### src/rtl/mmsa_in_deser.sv
// mmsa_in_deser: serial-to-parallel front end for the MMSA systolic-array core.
// Turns the 1-bit 'matrix' stream into tagged DATA_W-bit elements (MSB first),
// and the paired serial index bits into (i_idx, w_idx) matrix-index pairs.
// Requires DATA_W >= 3 and IDX_W >= 3 (shift registers hold all but the last bit).
module mmsa_in_deser #(
  parameter int DATA_W  = 16,
  parameter int IDX_W   = 4,
  parameter int NUM_MAT = 16
) (
  input  logic              clk,
  input  logic              rst,
  input  logic              in_valid,
  input  logic              in_valid2,
  input  logic              matrix,
  input  logic [1:0]        matrix_size,
  input  logic              i_mat_idx,
  input  logic              w_mat_idx,
  output logic [1:0]        size_out,
  output logic              elem_valid,
  output logic [DATA_W-1:0] elem_data,
  output logic              elem_sel,
  output logic [IDX_W-1:0]  elem_mat,
  output logic [3:0]        elem_row,
  output logic [3:0]        elem_col,
  output logic              idx_valid,
  output logic [IDX_W-1:0]  i_idx,
  output logic [IDX_W-1:0]  w_idx,
  output logic              err
);

  localparam int BW = $clog2(DATA_W);
  localparam int KW = (IDX_W > 1) ? $clog2(IDX_W) : 1;

  localparam logic [1:0] ST_IDLE = 2'd0;
  localparam logic [1:0] ST_LOAD = 2'd1;
  localparam logic [1:0] ST_IDX  = 2'd2;

  localparam logic [BW-1:0]    B_LAST   = BW'(DATA_W - 1);
  localparam logic [KW-1:0]    K_LAST   = KW'(IDX_W - 1);
  localparam logic [IDX_W-1:0] MAT_LAST = IDX_W'(NUM_MAT - 1);

  // Control state
  logic [1:0]        state_q, state_d;
  logic [BW-1:0]     b_q, b_d;
  logic [DATA_W-2:0] sh_q, sh_d;
  logic [3:0]        col_q, col_d;
  logic [3:0]        row_q, row_d;
  logic [IDX_W-1:0]  mat_q, mat_d;
  logic              sel_q, sel_d;
  logic              done_q, done_d;   // full stream received
  logic              ovr_q, ovr_d;     // overrun already reported
  logic [KW-1:0]     k_q, k_d;
  logic [IDX_W-2:0]  ish_q, ish_d;
  logic [IDX_W-2:0]  wsh_q, wsh_d;

  // Registered outputs
  logic [1:0]        size_q, size_d;
  logic              elem_valid_q, elem_valid_d;
  logic [DATA_W-1:0] elem_data_q, elem_data_d;
  logic              elem_sel_q, elem_sel_d;
  logic [IDX_W-1:0]  elem_mat_q, elem_mat_d;
  logic [3:0]        elem_row_q, elem_row_d;
  logic [3:0]        elem_col_q, elem_col_d;
  logic              idx_valid_q, idx_valid_d;
  logic [IDX_W-1:0]  i_idx_q, i_idx_d;
  logic [IDX_W-1:0]  w_idx_q, w_idx_d;
  logic              err_q, err_d;

  logic [3:0] last_rc;    // N-1 for the latched size
  logic       load_bit;   // this cycle carries an element bit
  logic       idx_bit;    // this cycle carries an index bit pair

  // N-1 = (2 << size) - 1 written without overflowing 4 bits at N=16.
  assign last_rc = {size_q == 2'd3, size_q >= 2'd2, size_q >= 2'd1, 1'b1};

  // Next-state logic: phase FSM, element assembly, index assembly, error pulses.
  always_comb begin
    state_d      = state_q;
    b_d          = b_q;
    sh_d         = sh_q;
    col_d        = col_q;
    row_d        = row_q;
    mat_d        = mat_q;
    sel_d        = sel_q;
    done_d       = done_q;
    ovr_d        = ovr_q;
    k_d          = k_q;
    ish_d        = ish_q;
    wsh_d        = wsh_q;
    size_d       = size_q;
    elem_valid_d = 1'b0;
    elem_data_d  = elem_data_q;
    elem_sel_d   = elem_sel_q;
    elem_mat_d   = elem_mat_q;
    elem_row_d   = elem_row_q;
    elem_col_d   = elem_col_q;
    idx_valid_d  = 1'b0;
    i_idx_d      = i_idx_q;
    w_idx_d      = w_idx_q;
    err_d        = 1'b0;
    load_bit     = 1'b0;
    idx_bit      = 1'b0;

    case (state_q)
      ST_IDLE: begin
        if (in_valid) begin
          // in_valid has priority; a simultaneous in_valid2 is flagged and dropped.
          state_d  = ST_LOAD;
          size_d   = matrix_size;
          load_bit = 1'b1;
          if (in_valid2) err_d = 1'b1;
        end else if (in_valid2) begin
          state_d = ST_IDX;
          idx_bit = 1'b1;
        end
      end
      ST_LOAD: begin
        if (in_valid2) err_d = 1'b1;
        if (!in_valid) begin
          // Leaving mid-element discards the partial element.
          if (b_q != '0) err_d = 1'b1;
          state_d = ST_IDLE;
          b_d     = '0;
          col_d   = '0;
          row_d   = '0;
          mat_d   = '0;
          sel_d   = 1'b0;
          done_d  = 1'b0;
          ovr_d   = 1'b0;
        end else begin
          load_bit = 1'b1;
        end
      end
      ST_IDX: begin
        if (in_valid) err_d = 1'b1;
        if (!in_valid2) begin
          if (k_q != '0) err_d = 1'b1;
          state_d = ST_IDLE;
          k_d     = '0;
        end else begin
          idx_bit = 1'b1;
        end
      end
      default: state_d = ST_IDLE;
    endcase

    if (load_bit) begin
      if (done_q) begin
        // Bits past the final element are dropped; report only the first one.
        if (!ovr_q) begin
          err_d = 1'b1;
          ovr_d = 1'b1;
        end
      end else begin
        sh_d = {sh_q[DATA_W-3:0], matrix};
        if (b_q == B_LAST) begin
          b_d          = '0;
          elem_valid_d = 1'b1;
          elem_data_d  = {sh_q, matrix};
          elem_sel_d   = sel_q;
          elem_mat_d   = mat_q;
          elem_row_d   = row_q;
          elem_col_d   = col_q;
          // Column fastest, then row, then matrix, then set.
          if (col_q == last_rc) begin
            col_d = '0;
            if (row_q == last_rc) begin
              row_d = '0;
              if (mat_q == MAT_LAST) begin
                mat_d = '0;
                if (sel_q) begin
                  sel_d  = 1'b0;
                  done_d = 1'b1;
                end else begin
                  sel_d = 1'b1;
                end
              end else begin
                mat_d = mat_q + IDX_W'(1);
              end
            end else begin
              row_d = row_q + 4'd1;
            end
          end else begin
            col_d = col_q + 4'd1;
          end
        end else begin
          b_d = b_q + BW'(1);
        end
      end
    end

    if (idx_bit) begin
      ish_d = {ish_q[IDX_W-3:0], i_mat_idx};
      wsh_d = {wsh_q[IDX_W-3:0], w_mat_idx};
      if (k_q == K_LAST) begin
        // Pair complete; a still-high in_valid2 starts the next pair at once.
        k_d         = '0;
        idx_valid_d = 1'b1;
        i_idx_d     = {ish_q, i_mat_idx};
        w_idx_d     = {wsh_q, w_mat_idx};
      end else begin
        k_d = k_q + KW'(1);
      end
    end
  end

  // State and output registers; reset drops everything, including partial data.
  always_ff @(posedge clk or posedge rst) begin
    if (rst) begin
      state_q      <= ST_IDLE;
      b_q          <= '0;
      sh_q         <= '0;
      col_q        <= '0;
      row_q        <= '0;
      mat_q        <= '0;
      sel_q        <= 1'b0;
      done_q       <= 1'b0;
      ovr_q        <= 1'b0;
      k_q          <= '0;
      ish_q        <= '0;
      wsh_q        <= '0;
      size_q       <= '0;
      elem_valid_q <= 1'b0;
      elem_data_q  <= '0;
      elem_sel_q   <= 1'b0;
      elem_mat_q   <= '0;
      elem_row_q   <= '0;
      elem_col_q   <= '0;
      idx_valid_q  <= 1'b0;
      i_idx_q      <= '0;
      w_idx_q      <= '0;
      err_q        <= 1'b0;
    end else begin
      state_q      <= state_d;
      b_q          <= b_d;
      sh_q         <= sh_d;
      col_q        <= col_d;
      row_q        <= row_d;
      mat_q        <= mat_d;
      sel_q        <= sel_d;
      done_q       <= done_d;
      ovr_q        <= ovr_d;
      k_q          <= k_d;
      ish_q        <= ish_d;
      wsh_q        <= wsh_d;
      size_q       <= size_d;
      elem_valid_q <= elem_valid_d;
      elem_data_q  <= elem_data_d;
      elem_sel_q   <= elem_sel_d;
      elem_mat_q   <= elem_mat_d;
      elem_row_q   <= elem_row_d;
      elem_col_q   <= elem_col_d;
      idx_valid_q  <= idx_valid_d;
      i_idx_q      <= i_idx_d;
      w_idx_q      <= w_idx_d;
      err_q        <= err_d;
    end
  end

  assign size_out   = size_q;
  assign elem_valid = elem_valid_q;
  assign elem_data  = elem_data_q;
  assign elem_sel   = elem_sel_q;
  assign elem_mat   = elem_mat_q;
  assign elem_row   = elem_row_q;
  assign elem_col   = elem_col_q;
  assign idx_valid  = idx_valid_q;
  assign i_idx      = i_idx_q;
  assign w_idx      = w_idx_q;
  assign err        = err_q;

endmodule

### config.mk
export PLATFORM = sky130hd
export DESIGN_NAME = mmsa_in_deser
export DESIGN_NICKNAME = d
export VERILOG_FILES = /design/src/rtl/mmsa_in_deser.sv
export SDC_FILE = /design/constraint.sdc
export NUM_CORES = 1
export LEC_CHECK = 0
export CORE_ASPECT_RATIO = 0.7
export CORE_MARGIN = 1.5
export CORE_UTILIZATION = 56
export DETAILED_ROUTE_END_ITERATION = 10
export DONT_BUFFER_PORTS = 1
export HOLD_SLACK_MARGIN = 0.05
export PLACE_DENSITY = 0.85
export SLEW_MARGIN = 5
export SYNTH_ARGS = -nofsm -noshare
export SYNTH_HDL_FRONTEND = slang
export SYNTH_SLANG_ARGS = --single-unit
### constraint.sdc
create_clock -name clk -period 2.6 [get_ports clk]
set_clock_uncertainty 0.1 [all_clocks]
set_input_delay 0.52 -clock clk [delete_from_list [all_inputs] [get_ports clk]]
set_output_delay 0.52 -clock clk [all_outputs]
set_load 0.05 [all_outputs]
==> impl_results.md <==
* Final Hold Vio Count at 0
* CTS Buffer Depth at 2
* Max-slew violation count at 0
* PortBufs at 0
* Worst Max-Slew Pin Slew at 0.943 ns
* Final instance area at 3990 um^2
* Via-per-instance ratio at 5.73
* CTS Hold Bufs at 1
* Initial antenna violation count at 0
* Worst-Skew Late Latency at 0.36 ns
* Reg2Reg Launch Point: b_q[0]$_DFF_PP0_
* Aggregate negative setup slack at 0 ns
* Reg2reg path depth at 7
* RSZ-0062 raised after global routing: no
* Reg-to-reg critical path endpoint: col_q[3]$_DFF_PP0_
* Area post-placement at 3790 um^2
* #FFs+latches synth at 86
* Vias in the first global route at 2472
* First drt pass iteration count at 4
* Fin crit period at 2.23 ns
* DR vias at 2592
* Post-Syn Area per Cell at 10.1 um^2
* YS warnings at 0
* Fraction of layout cells with a size suffix above 1 at 0.136
* Inserted Clock Buffers at 9
* Synth unique cells at 43
* Final #Nets at 385
* Die Ht at 71.0 um
* Crit path DAT at 2.42 ns
* CTS tree: yes
* Leak pwr at 2.07 nW
* Initial Utilization at 0.586
* Fraction of registers with async set/reset at 1.00
* CP max stage cell: inv_1
* Die area at 7100 um^2
* RePlAce Congestion at 0.832
* Grt ovf at 0
* Largest net degree at the start of global routing at 43
* End of the critical path: col_q[3]$_DFF_PP0_
* Fmax at 449 MHz
* Min-delay worst type: in -> reg
* Htree depth at 3
* Most common cell after layout, fill and taps aside: nand2_1
* # rows at 24
* # DRC at 0
* Worst slew margin at 0.370
* WL final at 7010 um
* Post-synth EDFFs at 0
* Most frequent cells in the layout: nand2_1 (144), dfrtp_1 (86), mux2_2 (16), nand3_1 (12)
* Worst path cell trace: ha_1 -> and3_2 -> nand2_1 -> inv_1 -> nand4_1 -> nor2_1 -> a21o_1
* Setup crit end kind: flip-flop
* Post-CTS Resized at 0
* Max Cap Violations at 0
* Status: finished, final reports clean
* Synthesized cell area at 3700 um^2
* Syn_nets at 382
* Clock transition at path regs at 0.08 ns
* Postcts setup bufs at 0
* Post-DRT Antenna Nets at 0
* Starting DRC count in detailed routing at 157
* Core Footprint at 6310 um^2
* Antenna Cells at 0
* CP Launch Type: flip-flop
* Crit path largest cell delay at 0.70 ns
* Reg2reg setup slack at 0.37 ns
* Crit path from: b_q[0]$_DFF_PP0_
* Power per cell area at 776 nW/um^2
* Fin crit share at 0.856
* Area grow syn2layout at 7.99%
* Crit-path max FO at 30
* Cells after synthesis at 366
* CTS Sinks at 86
* Tot GR Track Use at 0.217
* Max IR drop VDD at 0.000567 V
* Seq/Total Area, Yosys at 0.582
* Synth Flop Type: dfrtp_1
* Setup Crit Path Kind: reg -> reg
* Root Driver: clkbuf_8
* Wire per inst at 15.5 um
* Dpl hpwl at 4780 um
* First-pass GRT wire length at 11800 um
* Final setup viols at 0
* Critical path required time at 2.80 ns
* I/O pins at 51
* Die W at 100 um
logic make-up after synthesis:
| kind of cell | Yosys count | synth area share |
|---|---|---|
| AOI/OAI and AO/OA | 38 | 0.0721 |
| xor gates and xnor gates | 1 | 0.00237 |
| adders and majority gates | 7 | 0.0237 |
| buffers and inverters | 25 | 0.0305 |
| DFF | 86 | 0.582 |
| muxes | 19 | 0.0569 |
| and+or+nand+nor | 190 | 0.232 |
sequential cells by signal, summed over array words and instances, names as in the netlist, 4 cells and up:
signal and cells:
row_q 4, b_q 4, elem_col 4, elem_data 16, elem_row 4, i_idx 4, mat_q 4, elem_mat 4
sh_q 15, col_q 4, w_idx 4
through the flow:
step | hold WS (ns) | util | std cells | power, mW | worst slack, ns
floorplan | 0.339 | - | 366 | 2.12 | 0.423
global placement | 0.361 | 0.601 | 435 | 2.20 | 0.463
detailed placement | 0.375 | 0.601 | 435 | 2.23 | 0.384
CTS | 0.159 | 0.633 | 452 | 3.12 | 0.396
finish | 0.173 | 0.633 | 452 | 3.10 | 0.375
global route | 0.163 | 0.633 | 452 | 3.23 | 0.190
synth_stat cells, types with 2 or more instances:
cell / count / area (um^2)
nor4b_1: 3 / 26.3
a21oi_1: 4 / 20.0
nand2b_1: 3 / 18.8
mux2_2: 16 / 180
ha_1: 7 / 87.6
o21ai_0: 11 / 55.1
mux2i_1: 3 / 30.0
inv_1: 9 / 33.8
o21bai_1: 2 / 15.0
a211o_1: 2 / 17.5
and4bb_2: 2 / 25.0
and4_2: 2 / 20.0
nor2_1: 5 / 18.8
o31ai_1: 5 / 37.5
a21o_1: 3 / 22.5
buf_1: 3 / 11.3
nand2_1: 144 / 541
a22o_1: 5 / 43.8
dfrtp_1: 86 / 2150
nor2b_1: 6 / 37.5
nand3_1: 12 / 60.1
clkbuf_1: 10 / 37.5
nor3b_1: 3 / 22.5
power by group:
part / internal, mW / total [mW] / switching, mW
Sequential: 1.51 / 1.86 / 0.347
Combinational: 0.169 / 0.354 / 0.185
Clock: 0.406 / 0.887 / 0.482
metal layers:
| layer | up-vias | track usage | share of wire |
|---|---|---|---|
| li1 | 1219 | - | - |
| met3 | 9 | 0.0672 | 0.063 |
| met2 | 59 | 0.314 | 0.45 |
| met1 | 1305 | 0.305 | 0.47 |
| met5 | - | 0 | 0 |
| met4 | 0 | 0.0955 | 0.013 |
layout make-up:
class | count | area [um^2]
Timing Repair Buffer | 8 | 75.1
Tap cell | 78 | 97.6
Multi-Input combinational cell | 255 | 1440
Fill cell | 489 | 2310
Clock buffer | 11 | 151
Inverter | 9 | 37.5
Clock inverter | 5 | 41.3
Sequential cell | 86 | 2150
how the worst min path moves through the flow:
stage / cells past startpoint / start / slack, ns / end
after CTS: 2 / matrix / 0.16 / elem_data[0]$_DFFE_PP0P_
after global placement: 2 / sh_q[14]$_DFFE_PP0P_ / 0.36 / sh_q[14]$_DFFE_PP0P_
after detailed placement: 1 / rst / 0.38 / k_q[1]$_DFFE_PP0P_
after floorplan: 2 / sh_q[14]$_DFFE_PP0P_ / 0.34 / elem_data[15]$_DFFE_PP0P_
final: 2 / matrix / 0.17 / elem_data[0]$_DFFE_PP0P_
after global routing: 2 / matrix / 0.16 / elem_data[0]$_DFFE_PP0P_
worst max-delay path: cells and delay by family (launching register included):
kind            cells  cell delay (ns)
buf+inv             1             0.70
simple gates        4             0.60
flops               1             0.43
fa+ha+maj           1             0.23
compound gates      1             0.10
(Power assumes the default switching activity.)
